## config.mk

```make
export PLATFORM = sky130hd
export DESIGN_NAME = msg_stream_arbiter
export DESIGN_NICKNAME = d
export VERILOG_FILES = /design/src/rtl/msg_stream_arbiter.sv
export SDC_FILE = /design/constraint.sdc
export NUM_CORES = 1
export LEC_CHECK = 0
export CELL_PAD_IN_SITES_DETAIL_PLACEMENT = 1
export CELL_PAD_IN_SITES_GLOBAL_PLACEMENT = 2
export CORE_ASPECT_RATIO = 1.1
export CORE_MARGIN = 1.5
export CORE_UTILIZATION = 11
export DETAILED_ROUTE_END_ITERATION = 8
export GPL_TIMING_DRIVEN = 0
export PLACE_DENSITY = 0.91
export SYNTH_ARGS = -nofsm -noshare
export SYNTH_HDL_FRONTEND = slang
export SYNTH_SLANG_ARGS = --single-unit
```

## constraint.sdc

```tcl
create_clock -name clk -period 1.7 [get_ports clk]
set_input_delay 0.17 -clock clk [delete_from_list [all_inputs] [get_ports clk]]
set_output_delay 0.17 -clock clk [all_outputs]
set_load 0.005 [all_outputs]
```

## src/rtl/msg_stream_arbiter.sv

```systemverilog
// Packet-level round-robin arbiter sharing one AXI-ST sink between NUM_SRC sources.
// A grant is held from the first beat until the granted source's tlast beat is accepted.
module msg_stream_arbiter #(
  parameter int unsigned NUM_SRC     = 4,
  parameter int unsigned DATA_BYTES  = 8,
  parameter int unsigned TKEEP_WIDTH = 8,
  localparam int unsigned SRC_W      = $clog2(NUM_SRC)
) (
  input  logic                              clk,
  input  logic                              rst,
  input  logic                              arb_en,
  input  logic [NUM_SRC-1:0]                s_tvalid,
  output logic [NUM_SRC-1:0]                s_tready,
  input  logic [NUM_SRC-1:0]                s_tlast,
  input  logic [NUM_SRC-1:0]                s_tuser,
  input  logic [NUM_SRC*8*DATA_BYTES-1:0]   s_tdata,
  input  logic [NUM_SRC*TKEEP_WIDTH-1:0]    s_tkeep,
  output logic                              m_tvalid,
  input  logic                              m_tready,
  output logic                              m_tlast,
  output logic                              m_tuser,
  output logic [8*DATA_BYTES-1:0]           m_tdata,
  output logic [TKEEP_WIDTH-1:0]            m_tkeep,
  output logic [SRC_W-1:0]                  m_src_id,
  output logic                              busy
);

  localparam int unsigned DW = 8 * DATA_BYTES;

  typedef enum logic {StIdle, StLock} state_e;

  state_e           state_q, state_d;
  logic [SRC_W-1:0] grant_q, grant_d;
  logic [SRC_W-1:0] last_grant_q, last_grant_d;
  logic [SRC_W-1:0] cand;
  logic [SRC_W-1:0] req_idx;
  logic             req_found;
  logic             xfer;

  // Search starts one past the previous owner so every requester is served once per round.
  always_comb begin
    req_found = 1'b0;
    req_idx   = '0;
    cand      = '0;
    for (int unsigned i = 1; i <= NUM_SRC; i++) begin
      cand = SRC_W'((32'(last_grant_q) + i) % NUM_SRC);
      if (!req_found && s_tvalid[cand]) begin
        req_found = 1'b1;
        req_idx   = cand;
      end
    end
  end

  assign xfer = (state_q == StLock) && m_tvalid && m_tready;

  always_comb begin
    state_d      = state_q;
    grant_d      = grant_q;
    last_grant_d = last_grant_q;
    unique case (state_q)
      StIdle: begin
        if (arb_en && req_found) begin
          grant_d = req_idx;
          state_d = StLock;
        end
      end
      StLock: begin
        // No regrant on the tlast edge: one idle bubble separates packets.
        if (xfer && m_tlast) begin
          last_grant_d = grant_q;
          state_d      = StIdle;
        end
      end
    endcase
  end

  always_ff @(posedge clk or negedge rst) begin
    if (!rst) begin
      state_q      <= StIdle;
      grant_q      <= '0;
      last_grant_q <= SRC_W'(NUM_SRC - 1);
    end else begin
      state_q      <= state_d;
      grant_q      <= grant_d;
      last_grant_q <= last_grant_d;
    end
  end

  // Pure combinational pass-through of the owning source while locked.
  always_comb begin
    m_tvalid = 1'b0;
    m_tlast  = 1'b0;
    m_tuser  = 1'b0;
    m_tdata  = '0;
    m_tkeep  = '0;
    s_tready = '0;
    if (state_q == StLock) begin
      m_tvalid          = s_tvalid[grant_q];
      m_tlast           = s_tlast[grant_q];
      m_tuser           = s_tuser[grant_q];
      m_tdata           = s_tdata[grant_q*DW +: DW];
      m_tkeep           = s_tkeep[grant_q*TKEEP_WIDTH +: TKEEP_WIDTH];
      s_tready[grant_q] = m_tready;
    end
  end

  assign m_src_id = grant_q;
  assign busy     = (state_q == StLock);

endmodule
```

* Word-level counts from Yosys, hierarchy flattened
Cells that the tools add are included.
** Word-level totals
- Register bits after elaboration :: 5
- Input port bits :: 304
- Output and inout bits :: 82
- Logic and storage cells :: 63
** Operators by class
- Add/sub/neg operators :: 4
- Order comparisons :: 6
- Shift operators :: 2
- Multiplexer cells :: 33
- Bitwise logic cells :: 2
- Reductions and logical operators :: 13
** Operator list (count)
- $shiftx A256 B9 Y64 :: 1
- $mux W64 :: 1
- $shiftx A32 B6 Y8 :: 1
- $mux W1 :: 17
- $lt A2 B3 Y1 const B :: 5
- $bmux W1 S2 :: 7
- $logic_and A1 B1 Y1 :: 8
- $mux W2 :: 4
- $mux W8 :: 1
- $add A2 B1 Y2 const B :: 2
- $add A2 B2 Y2 const B :: 2
- $and A4 B4 Y4 :: 1
- $mux W4 :: 1
- $reduce_and A2 Y1 :: 2
- $logic_not A1 Y1 :: 3
- $demux W1 S2 :: 1
- $ge A2 B1 Y1 const B :: 1
- $pmux W1 S2 :: 1
- $not A1 Y1 :: 1

* Depth between registers and ports, before layout
Gate-level depths: netlist of the first run.
- Word-level depth :: 16
- Mapped depth :: 5
- Gate-level depth less buffers :: 3

* Least setup slack after synthesis of the first run
Ideal clock, no wire load.
- Path type :: reg-to-output
- Start :: register grant_q[0], in the netlist m_src_id[0]
- End :: output port m_tdata[17]
- Arrival time :: 1.460 ns
- Required time :: 1.530 ns
- Slack :: 0.070 ns
- Stages on the path, launching flop included :: 5
- Buffers on the path :: 2
- Cell sequence :: dfrtp_1 buf_6 buf_2 mux4_2 and2_1
** On the way
- Word-level cells in the longest chain between the ends :: 2
** RTL lines
- from (decl) :: line 33 : logic [SRC_W-1:0] grant_q, grant_d;
- from (signal assigned) :: line 84 : grant_q <= grant_d;
- $shiftx A256 B9 Y64 :: line 101 : m_tdata = s_tdata[grant_q*DW +: DW];
- $mux W64 :: line 97 : if (state_q == StLock) begin
- to (decl) :: line 22 : output logic [8*DATA_BYTES-1:0] m_tdata,
Every way passes these cells.

* Worst setup path in the final report of the first run
- Start :: register grant_q[0], in the netlist m_src_id[0]
- End :: output port m_tdata[53]
Same word-level chain as after synthesis.

==> results.md, run 1 <==
* Tightest Pin Transition at 0.606 ns
* Core Rows at 59
* H-tree levels at 1
* I/O Pins at 386
* RSZ-0062 raised after global routing: true
* Initial DRC count at 125
* Root buf cell: clkbuf_16
* GR peak layer: met2
* Crit path DAT at about 2.0 ns
* Yosys warnings at 0
* Rel. slew slack at approximately 60%
* Crit path required time at 1.53 ns
* Syn Nets at 514
* Highest net fanout along the worst path at 5
* Setup CP Type: reg -> out
* Reg2Reg Setup Slack at -0.16 ns
* Hold/Removal Path Class: in -> async
* Vias in the first global route at 4430
* GR Util All Layers at 15.8%
* Die height at 166 um
* Startpoint type of the worst setup path: flop
* Post-DP Area at 6880 um^2
* Total Routed Length at around 21000 um
* Die ar. at 25000 um^2
* Failing checks: setup timing
* Vias/cell at 4.09
* Layout area overhead at 201%
* Final Critical Period at between 2 and 2.5 ns
* Most frequent cells in the layout: clkdlybuf4s50_1 (306), buf_6 (77), mux4_2 (75)
* Drt drc at 0
* Clock buffer depth at 2
* R2r worst-path depth at 6
* Seq cells post-synth at 5
* Layout Nets at 969
* Mapped cell area at approximately 2600 um^2
* Reg-to-Reg End: last_grant_q[1]
* HPWL reported at the end of detailed placement at 16700 um
* Final instance area at 7970 um^2
* GR Util met2 at between 20% and 30%
* Sequential element share of the synthesized area at slightly below 5%
* Reg-to-Reg Start: m_src_id[0]
* M3 GR Usage at about 2.2%
* Synth Instances at 210
* Die Width at 151 um
* Clock-pin slew on the worst setup and hold paths at approximately 0.040 ns
* PortBufs at 385
* Slew Limit Fails at 0
* PD cells at 1390 nW/um^2
* Crit share post-route at 128%
* Post-synthesis cell type count at 26
* Detail Route Antenna Nets at 0
* Wire length per cell at 21.4 um
* Most common cell after layout, fill and taps aside: clkdlybuf4s50_1
* Gpl congestion at 0.826
* Layout cell share with drive strength beyond 1 at approximately 46%
* Final Setup Violations at 77
* Pre-CTS setup slack at -0.915 ns
* Post-CTS Hold Fix Bufs at 0
* Final Worst Setup Slack at -0.471 ns
* # diodes at 0
* Met1 Use GR at about a fifth
* Drt first pass iters at 4
* Worst-case clock skew at between 0.003 and 0.004 ns
* Max Cap Viol at 0
* Avg Cell Area, Syn at 12.6 um^2
* First-pass GRT wire length at 29000 um
* Status: finished, violations left
* Cts bufs inserted at 3
* Initial antenna violation count at 2
* Largest net degree at the start of global routing at 11
* CP endpoint kind: primary output
* Via count at 3960
* GRT Residual Overflow at 0
* Hold violation count in the final report at 0
* Fmax at 0.461 GHz
* CTS tree: yes
* Worst vdd ir at 659 uV
* Initial Util at ~11%
* Core area at 23600 um^2
* Clock Sinks at 5
* Clk_lat worst skew at between 0.2 and 0.25 ns
* P_leak at 0.00320 uW
-- metrics by stage --
| step | hold slack [ns] | total power, uW | TNS, ns | utilization (%) | std cells |
|---|---|---|---|---|---|
| floorplan | -0.126 | 3990 | 0 | - | 210 |
| global placement | 0.407 | 7840 | -56.09 | 29.1 | 900 |
| detailed placement | 0.410 | 7950 | -55.79 | 29.1 | 900 |
| CTS | 0.165 | 10500 | -30.21 | 33.0 | 964 |
| global route | 0.176 | 11800 | -31.25 | 33.7 | 969 |
| finish | 0.164 | 11100 | -27.10 | 33.7 | 969 |
-- synthesized netlist by cell type --
| library cell | number | area [um^2] |
|---|---|---|
| nand3b_1 | 1 | 7.51 |
| dfrtp_1 | 3 | 75.1 |
| clkbuf_1 | 12 | 45.0 |
| nor2_1 | 3 | 11.3 |
| buf_2 | 8 | 40.0 |
| buf_6 | 1 | 11.3 |
| inv_1 | 2 | 7.51 |
| or3b_2 | 1 | 8.76 |
| nand3_1 | 2 | 10.0 |
| and2_1 | 75 | 469 |
| nand2_1 | 2 | 7.51 |
| a41oi_1 | 1 | 8.76 |
| dfstp_2 | 2 | 52.6 |
| nor3_1 | 3 | 15.0 |
| nor4_1 | 1 | 6.26 |
| o31a_1 | 1 | 8.76 |
| nand2b_1 | 2 | 12.5 |
| mux2i_1 | 1 | 10.0 |
| a31oi_1 | 1 | 6.26 |
| a21o_1 | 3 | 22.5 |
| or2_2 | 1 | 6.26 |
| buf_12 | 3 | 60.1 |
| mux4_2 | 75 | 1690 |
| buf_4 | 2 | 15.0 |
| mux2_2 | 3 | 33.8 |
| nand4_1 | 1 | 6.26 |
-- report_power, final --
part           total [uW]  internal, uW  switching [uW]  leakage, uW
sequential            309           206             103    0.0000539
combinational       10300          6830            3500      0.00311
clock                 404           312            91.5    0.0000382
-- critical path, stage by stage (launching register included) --
cell     delay (ns)
dfrtp_1        0.41
buf_12         0.16
buf_12         0.13
buf_12         0.12
buf_12         0.12
buf_12         0.12
mux4_2         0.43
and2_4         0.18
buf_6          0.11
-- how the worst max path moves through the flow --
stage           startpoint          end  slack, ns  depth (start not counted)
4_1_cts        m_src_id[0]  m_tdata[27]      -0.60                          9
3_5_place_dp          busy  m_tdata[61]      -0.92                          4
2_1_floorplan  m_src_id[0]  m_tdata[17]       0.07                          4
6_report       m_src_id[0]  m_tdata[53]      -0.47                          8
5_1_grt        m_src_id[0]  m_tdata[36]      -0.53                          8
3_3_place_gp          busy  m_tdata[61]      -0.96                          4
-- routing by layer --
layer	vias up	routed length, um
li1	1765	-
met1	2001	8310
met2	173	11000
met3	17	1200
met4	4	191
met5	-	26
-- cells by family (layout without fill, tap and decap cells) --
kind of cell | count (synthesis) | after routing | synth area share, %
simple gates | 92 | 92 | 21.2
mux | 79 | 79 | 65.5
buf+inv | 28 | 482 | 6.76
compound gates | 6 | 6 | 1.75
flops | 5 | 5 | 4.82
-- state kept, by name, indices dropped and copies added, names as in the netlist --
signal	cells
m_src_id	2
busy	1
last_grant_q	2
-- repair_timing --
action / CTS / global route
setup endpoints to repair: 83 / 80
gates cloned: 5 / 0
resized for setup: 443 / 83
pin swaps: 11 / 2
buffers inserted: 55 / 16
-- cell type report --
type | instances | area (um^2)
Fill cell | 2662 | 15700
Timing Repair Buffer | 454 | 4640
Multi-Input combinational cell | 177 | 2490
Tap cell | 305 | 382
Buffer | 22 | 234
Sequential cell | 5 | 131
Clock buffer | 4 | 78.8
Inverter | 2 | 10.0
(Power assumes the default switching activity.)
==> inputs of run 2 (changes only) <==
--- a/config.mk
+++ b/config.mk
@@ -7,12 +7,12 @@
 export LEC_CHECK = 0
 export CELL_PAD_IN_SITES_DETAIL_PLACEMENT = 1
 export CELL_PAD_IN_SITES_GLOBAL_PLACEMENT = 2
-export CORE_ASPECT_RATIO = 1.1
-export CORE_MARGIN = 1.5
-export CORE_UTILIZATION = 11
+export CORE_AREA = 2 2 152 154
 export DETAILED_ROUTE_END_ITERATION = 8
+export DIE_AREA = 0 0 154 156
+export DONT_BUFFER_PORTS = 1
 export GPL_TIMING_DRIVEN = 0
-export PLACE_DENSITY = 0.91
+export PLACE_DENSITY = 0.49
 export SYNTH_ARGS = -nofsm -noshare
 export SYNTH_HDL_FRONTEND = slang
 export SYNTH_SLANG_ARGS = --single-unit
==> run 2 against run 1 <==
  * The flow still finishes with violations (setup timing)
  * Non-clock buffer count shrank 433
  * Combinational power shrank 39%
  * Sequential cell count is the same
  * Clock power shrank 5.0%
  * Die area shrank 3.9%
  * Largest cell class is now multi-input gates
==> results.md, run 2 (same netlist as run 1, synthesis figures left out) <==
* Status: finished, violations left (unchanged)
* Failing checks: setup timing (unchanged)
* GRT Residual Overflow at 0 (unchanged)
* M3 GR Usage at 2.06% (was 2.20%)
* Largest net degree at the start of global routing at 11 (unchanged)
* Clock Sinks at 5 (unchanged)
* Met1 Use GR at 11.2% (was 19.5%)
* Hold violation count in the final report at 0 (unchanged)
* First-pass GRT wire length at 17100 um (was 29000 um)
* Register area at 134 um^2 (was 131 um^2)
* Rel. slew slack at 65.8% (was 59.6%)
* GR peak layer: met2 (unchanged)
* Die height at 156 um (was 166 um)
* Crit share post-route at 113% (was 128%)
* WHS Path Cells at 2
* Reg2Reg Setup Slack at -0.09 ns (was -0.16 ns)
* Initial antenna violation count at 2 (unchanged)
* Post-layout util at 16.3% (was 33.7%)
* R2r worst-path depth at 5 (was 6)
* Setup TNS at -13.29 ns (was -27.10 ns)
* Non-filler instance count after layout at 517 (was 969)
* Worst-path cell chain: buf_12, buf_12, buf_12, mux4_2, and2_4 (was buf_12, buf_12, buf_12, buf_12, buf_12, mux4_2, and2_4, buf_6)
* CP most frequent cell: buf_12 (unchanged)
* CP top delay family: multiplexers (was buffers and inverters)
* Final Worst Setup Slack at -0.216 ns (was -0.471 ns)
* Tightest Pin Transition at 0.513 ns (was 0.606 ns)
* Core Rows at 55 (was 59)
* Total Routed Length at 13100 um (was 20700 um)
* Cts bufs inserted at 3 (unchanged)
* Most frequent cells in the layout: mux4_2 (75), and2_4 (74), buf_12 (12) (was clkdlybuf4s50_1 (306), buf_6 (77), mux4_2 (75))
* Initial DRC count at 151 (was 125)
* GR Util met2 at 17.8% (was 29.4%)
* H-tree levels at 1 (unchanged)
* Fmax at 0.522 GHz (was 0.461 GHz)
* HPWL reported at the end of detailed placement at 11400 um (was 16700 um)
* Hold/Removal Path Class: in -> reg (was in -> async)
* Layout Nets at 536 (was 969)
* Root buf cell: clkbuf_16 (unchanged)
* Reg-to-Reg End: last_grant_q[0] (was last_grant_q[1])
* Min-delay src: m_tready
* CP max stage cell: mux4_2 (unchanged)
* Clock buffer depth at 2 (unchanged)
* Filler instances at 2547 (was 2662)
* Layout area overhead at 38.0% (was 201%)
* Vias in the first global route at 2576 (was 4430)
* Highest net fanout along the worst path at 10 (was 5)
* Wire length per cell at 25.3 um (was 21.4 um)
* Clk_lat worst skew at 0.23 ns (about the same)
* Crit path DAT at 1.75 ns (was 2.00 ns)
* Detail Route Antenna Nets at 0 (unchanged)
* Hold Path End: busy
* Layout cell share with drive strength beyond 1 at 87.0% (was 46.4%)
* CP endpoint kind: primary output (unchanged)
* Reg-to-Reg Start: m_src_id[0] (unchanged)
* I/O Pins at 386 (unchanged)
* Clock-pin slew on the worst setup and hold paths at 0.03 ns (was 0.04 ns)
* Worst vdd ir at 407 uV (was 659 uV)
* Via count at 2286 (was 3960)
* Slew Limit Fails at 0 (unchanged)
* Final Critical Period at 1.92 ns (was 2.17 ns)
* Vias/cell at 4.42 (was 4.09)
* Crit path required time at 1.53 ns (about the same)
* Initial Util at 11.8% (was 11.2%)
* Gpl congestion at 0.751 (was 0.826)
* PortBufs at 0 (was 385)
* Startpoint type of the worst setup path: flop (unchanged)
* PD cells at 1920 nW/um^2 (was 1390 nW/um^2)
* Die Width at 154 um (was 151 um)
* GR Util All Layers at 9.55% (was 15.8%)
* Placed Cells at 495 (was 900)
* RSZ-0062 raised after global routing: true (unchanged)
* Worst-case clock skew at 0.000197 ns (was 0.00312 ns)
* P_leak at 0.00129 uW (was 0.00320 uW)
* Die ar. at 24000 um^2 (was 25000 um^2)
* Most common cell after layout, fill and taps aside: mux4_2 (was clkdlybuf4s50_1)
* Pre-CTS setup slack at -0.425 ns (was -0.915 ns)
* Slowest stage delay, CP at 0.51 ns (was 0.43 ns)
* Setup CP Type: reg -> out (unchanged)
* Drt drc at 0 (unchanged)
* Drt first pass iters at 4 (unchanged)
* Hold WS at 0.134 ns (was 0.164 ns)
* Buf+Inv Stages, Crit Path at 3 (was 6)
* Final Setup Violations at 77 (unchanged)
* Core area at 22400 um^2 (was 23600 um^2)
* CTS tree: yes (unchanged)
* Max Cap Viol at 0 (unchanged)
* Area of the multi-input gates at 2540 um^2 (was 2490 um^2)
==> run 2: metal layers <==
| metal | vias to the layer above | share of wire [%] |
|---|---|---|
| li1 | 899 | - |
| met1 | 1160 | 36 |
| met2 | 216 | 54 |
| met3 | 9 | 8.7 |
| met4 | 2 | 0.87 |
| met5 | - | 0.10 |
==> run 2: worst max-delay path by stage <==
stage	startpoint	end	slack, ns	cells after the start
after CTS	m_src_id[0]	m_tdata[44]	-0.24	5
after global placement	m_src_id[1]	m_tdata[44]	-0.41	4
after detailed placement	m_src_id[1]	m_tdata[44]	-0.42	4
after floorplan	m_src_id[0]	m_tdata[17]	0.07	4
final	m_src_id[0]	m_tdata[46]	-0.22	5
after global routing	m_src_id[0]	m_tdata[46]	-0.26	5
==> run 2: stage by stage <==
stage                     instance area, um^2  power (uW)
final                                    3650        7020
after global routing                     3650        7510
after CTS                                3480        6640
after detailed placement                 3000        4930
after global placement                   3000        4860
after floorplan                          2650        3990
==> run 2: where the power goes <==
part	internal (uW)	switching (uW)
Clock	310	73.8
Sequential	211	151
Combinational	3890	2380
Total	4410	2610
==> run 2: layout make-up <==
cell class	count	share of cell area (%)
multi-input combinational	177	69.6
tap	285	9.77
buffer	26	8.19
timing repair buffer	17	6.31
sequential	5	3.67
clock buffer	4	2.16
inverter	2	0.206
antenna	1	0.0685
==> run 2: what timing repair did <==
item | 4_1_cts | 5_1_grt
hold buffers | 1 | 0
pin swaps | 1 | 4
gates resized for setup | 95 | 30
setup endpoints to repair | 84 | 79
buffers inserted | 7 | 5
endpoints found under the hold margin | 5 | 0
cloned | 2 | 2
==> RTL edit 1 (config.mk and constraints of run 1) <==
Set the parameter `TKEEP_WIDTH` to 9 (it was 8).
--- a/src/rtl/msg_stream_arbiter.sv
+++ b/src/rtl/msg_stream_arbiter.sv
@@ -5,3 +5,3 @@
   parameter int unsigned DATA_BYTES  = 8,
-  parameter int unsigned TKEEP_WIDTH = 8,
+  parameter int unsigned TKEEP_WIDTH = 9,
   localparam int unsigned SRC_W      = $clog2(NUM_SRC)
Interface: changed (resized m_tkeep and s_tkeep); port bits go from 386 to 391. The function was not compared with the original's and may differ.
==> RTL edit 1 against run 1 <==
The flow still finishes with violations (setup timing); clock skew down 2.3 ps; worst setup slack better by 44 ps; routed wire length down 7.5%; non-clock buffer count up 3; power down 1.8%; sequential cell count unchanged; largest cell class unchanged; sequential share of layout area about the same; area after synthesis up 0.47%; critical path type unchanged; highest routed layer unchanged; hold slack better by 17 ps; design area up 0.57%.
==> RTL edit 1: results <==
metrics = {
    "status": {
        "status": "finished, violations left",
        "failed_checks": "setup timing",
    },
    "grt": {
        "grt_max_degree": 11,
        "grt_antenna_before_repair": 3,
        "track_usage_pct": 13.5,
        "grt_pass1_wl_mm": 25.4,
        "first_global_vias": 4217,
    },
    "synthesis": {
        "synth-async-reset-ratio_pct": 100,
        "syn-num-nets": 521,
        "seq_area_frac_synth_pct": 4.80,
        "synth_flop_cell": "dfrtp_1",
        "synth_commonest_cells": "and2_1, mux4_2, clkbuf_1",
        "synth_edf_count": 0,
        "synthTopCellsByArea": "mux4_2, and2_1, dfrtp_1",
        "ys_warn_count": 0,
        "ys_types": 26,
    },
    "sta": {
        "relSlewSlack_pct": 65.4,
        "worst_hold_slack_ps": 181,
        "setup_violations": 78,
        "setup_slack_ps": -426,
        "hold_viol": 0,
        "finalClockSkew_ps": 0.788,
    },
    "clock_network": {
        "root_buffer": "clkbuf_16",
        "path_clk_slew_ps": 30,
        "cts.path.max_buffers": 2,
        "cts-htree-levels": 1,
        "clock_latency_ps": 230,
        "cts-resized-gates": 174,
        "cts_setup_buffers": 18,
    },
    "setup_path": {
        "worstRegToRegCells": 6,
        "ff2ff_setup_slack_ps": -230,
        "arrival_ps": 1960,
        "cpLargestDelayFamily": "buffers and inverters",
        "path_max_fanout": 8,
        "cp-endpoint": "m_tdata[8]",
        "cp_slowest_cell": "mux4_2",
        "r2r-end": "last_grant_q[1]$_DFFE_PN1P_",
        "max_stage_delay_ps": 490,
        "critPathKind": "flip-flop to output pin",
        "worstReg2RegStart": "m_src_id[0]$_DFFE_PN0P_",
    },
    "placement": {
        "post-place-ws_ps": -1030,
        "place_area_um2": 6940,
        "hpwl_mm": 15.6,
        "gp_congestion": 0.743,
        "io_buffers": 390,
    },
    "power_and_ir_drop": {
        "vdd_drop_max_mv": 0.475,
        "p_leak_nw": 3.22,
        "pg_clk_w": 0.000385,
        "p_per_area_nw_per_um2": 1350,
        "p_switching_w": 0.00359,
        "comb_power_w": 0.0102,
    },
    "layout": {
        "fillCellCount": 2627,
        "drive_above_1_share_pct": 47.2,
        "multi_input_area_um2": 2550,
        "final_nets": 978,
    },
    "detailed_routing": {
        "wire_per_inst_um": 19.6,
        "dr.pass1.iters": 4,
        "drt_iter0_drc": 88,
        "vias_per_cell": 4.04,
    },
}
## RTL edit 1: cell types whose count changed after synthesis, sizes merged
cell    before  now
clkbuf      12   15
and2        75   76
buf         14   12
mux4        75   76
## RTL edit 1: area by class of cell
type | count | area share, %
antenna | 2 | 0.0625
buffer | 26 | 3.83
clock buffer | 4 | 0.984
inverter | 2 | 0.0937
multi-input combinational | 179 | 31.8
sequential | 5 | 1.62
tap | 305 | 4.76
timing repair buffer | 453 | 56.8
## RTL edit 1: logic make-up after synthesis
family	synth area share, %
compound gates	1.74
flops	4.80
mux	66.0
simple gates	21.3
buf+inv	6.12
## RTL edit 1: layer usage
metal	global-route usage (%)	part of all wire [%]	wire length (um)
met3	4.23	10	1960
met2	25.8	53	10200
met5	0	0.068	13
met4	2.74	1.9	361
met1	14.3	35	6670
## RTL edit 1: metrics by stage
step | TNS (ps) | std cells
floorplan | 0 | 213
global placement | -59770 | 908
detailed placement | -60250 | 908
CTS | -43190 | 931
global route | -31750 | 975
finish | -26270 | 976
==> RTL edit 2 (settings of run 1) <==
Without the edit above. Reset style: synchronous (`rst`), changed in one clocked block.
--- a/src/rtl/msg_stream_arbiter.sv
+++ b/src/rtl/msg_stream_arbiter.sv
@@ -76,3 +76,3 @@
 
-  always_ff @(posedge clk or negedge rst) begin
+  always_ff @(posedge clk) begin
     if (!rst) begin
Formal check against the unedited RTL: differs if rst is asserted again (counterexample within 4 cycles, from zero or initial values and one cycle with rst low); with rst held inactive, the same outputs for 4 cycles.
==> RTL edit 2 against run 1 <==
The run still ends with setup timing left; worst setup slack improved by 95 ps; sequential cell count unchanged; routed wire length increased by 1.5%; design area decreased by 0.85%; highest routed layer unchanged; area after synthesis decreased by 0.66%; critical endpoint is now m_tdata[49]; via count increased by 1.1%.
Power is left out: it rests on default switching activity, and per cell area and clock period it moved more than threefold.
==> RTL edit 2: results <==
metrics = {
    "grt": {
        "track_usage_pct": 15.6,
        "grt_antenna_before_repair": 3,
        "grt_pass1_wl_mm": 28.3,
        "first_global_vias": 4303,
    },
    "detailed_routing": {
        "vias_per_cell": 4.11,
        "drt_iter0_drc": 141,
        "wire_per_inst_um": 21.6,
    },
    "sta": {
        "worst_pin_slew_ps": 450,
        "setup_slack_ps": -375,
        "setup_tns_ps": -20300,
        "finalClockSkew_ps": 6.34,
        "setup_violations": 81,
    },
    "synthesis": {
        "ys_types": 28,
        "synth-async-reset-ratio_pct": 0,
        "synth_commonest_cells": "and2_1, mux4_2, clkbuf_1",
        "syn_avg_cell_area_um2": 11.7,
        "seq_area_frac_synth_pct": 3.81,
        "synth_flop_cell": "dfxtp_1",
        "syn-num-nets": 529,
    },
    "setup_path": {
        "worstRegToRegCells": 11,
        "path_max_fanout": 7,
        "arrival_ps": 1910,
        "ff2ff_setup_slack_ps": -310,
        "r2r-end": "last_grant_q[0]$_SDFFE_PN1P_",
    },
    "placement": {
        "gp_congestion": 0.835,
        "post-place-ws_ps": -961,
        "dp.cells": 915,
    },
    "layout": {
        "drive_above_1_share_pct": 44.9,
    },
    "min_path": {
        "hold_path_class": "primary input to flip-flop",
    },
    "status": {
        "status": "finished, violations left",
        "failed_checks": "setup timing",
    },
}
-- RTL edit 2: changes by cell type after synthesis, sizes merged, moves of 3 or more --
cell,run 1,this run
o21ai,0,3
dfxtp,0,5
nand2,2,7
dfrtp,3,0
mux2,3,0
nor3,3,0
a21oi,0,3
-- RTL edit 2: area by class of cell --
| type | instances | area, um^2 |
|---|---|---|
| fill | 2644 | 15600 |
| timing repair buffer | 443 | 4490 |
| multi-input combinational | 190 | 2590 |
| tap | 305 | 382 |
| buffer | 23 | 249 |
| sequential | 5 | 105 |
| clock buffer | 3 | 75.1 |
| inverter | 3 | 11.3 |
| clock inverter | 1 | 5.00 |
| antenna | 1 | 2.50 |
-- RTL edit 2: stage by stage --
step / cell area (um^2) / hold slack [ps]
6_report: 7900 / 581
5_1_grt: 7900 / 602
4_1_cts: 7830 / 577
3_5_place_dp: 6860 / 665
3_3_place_gp: 6860 / 660
2_1_floorplan: 2630 / 259
-- RTL edit 2: kinds of logic after synthesis --
kind of cell    after synthesis  share of synthesized area (%)
simple gates                 98                           22.2
flops                         5                           3.81
compound gates               15                           3.81
mux                          77                           64.5
buf+inv                      30                           5.62
-- RTL edit 2: how the worst max path moves through the flow --
| stage | startpoint | end | slack (ps) | cells past startpoint |
|---|---|---|---|---|
| floorplan | m_src_id[0]$_SDFFE_PN0P_ | m_tdata[47] | 80 | 5 |
| global placement | busy$_SDFF_PN0_ | m_tdata[34] | -960 | 4 |
| detailed placement | busy$_SDFF_PN0_ | m_tdata[34] | -960 | 4 |
| CTS | m_src_id[0]$_SDFFE_PN0P_ | m_tdata[53] | -460 | 7 |
| global route | m_src_id[0]$_SDFFE_PN0P_ | m_tdata[49] | -410 | 7 |
| finish | m_src_id[0]$_SDFFE_PN0P_ | m_tdata[49] | -380 | 7 |
-- RTL edit 2: per-layer routing --
layer	GRT usage, %	wire, um	vias up
met5	0	23	-
met4	3.57	425	4
met3	3.32	1790	27
met2	29.4	11200	186
met1	17.9	7530	1993
li1	-	-	1794
-- RTL edit 2: what timing repair did --
action | CTS | global route
setup buffers | 50 | 15
hold endpoints to repair | 0 | 0
resized for setup | 471 | 76
pin swaps | 34 | 2
cloned | 7 | 0
setup endpoints to repair | 82 | 83
-- RTL edit 2: critical path: stages (launching register included) --
cell and delay [ps]:
dfxtp_4 370, buf_12 140, buf_12 130, buf_12 110, buf_16 120, mux4_2 500
and2_4 180, buf_6 110
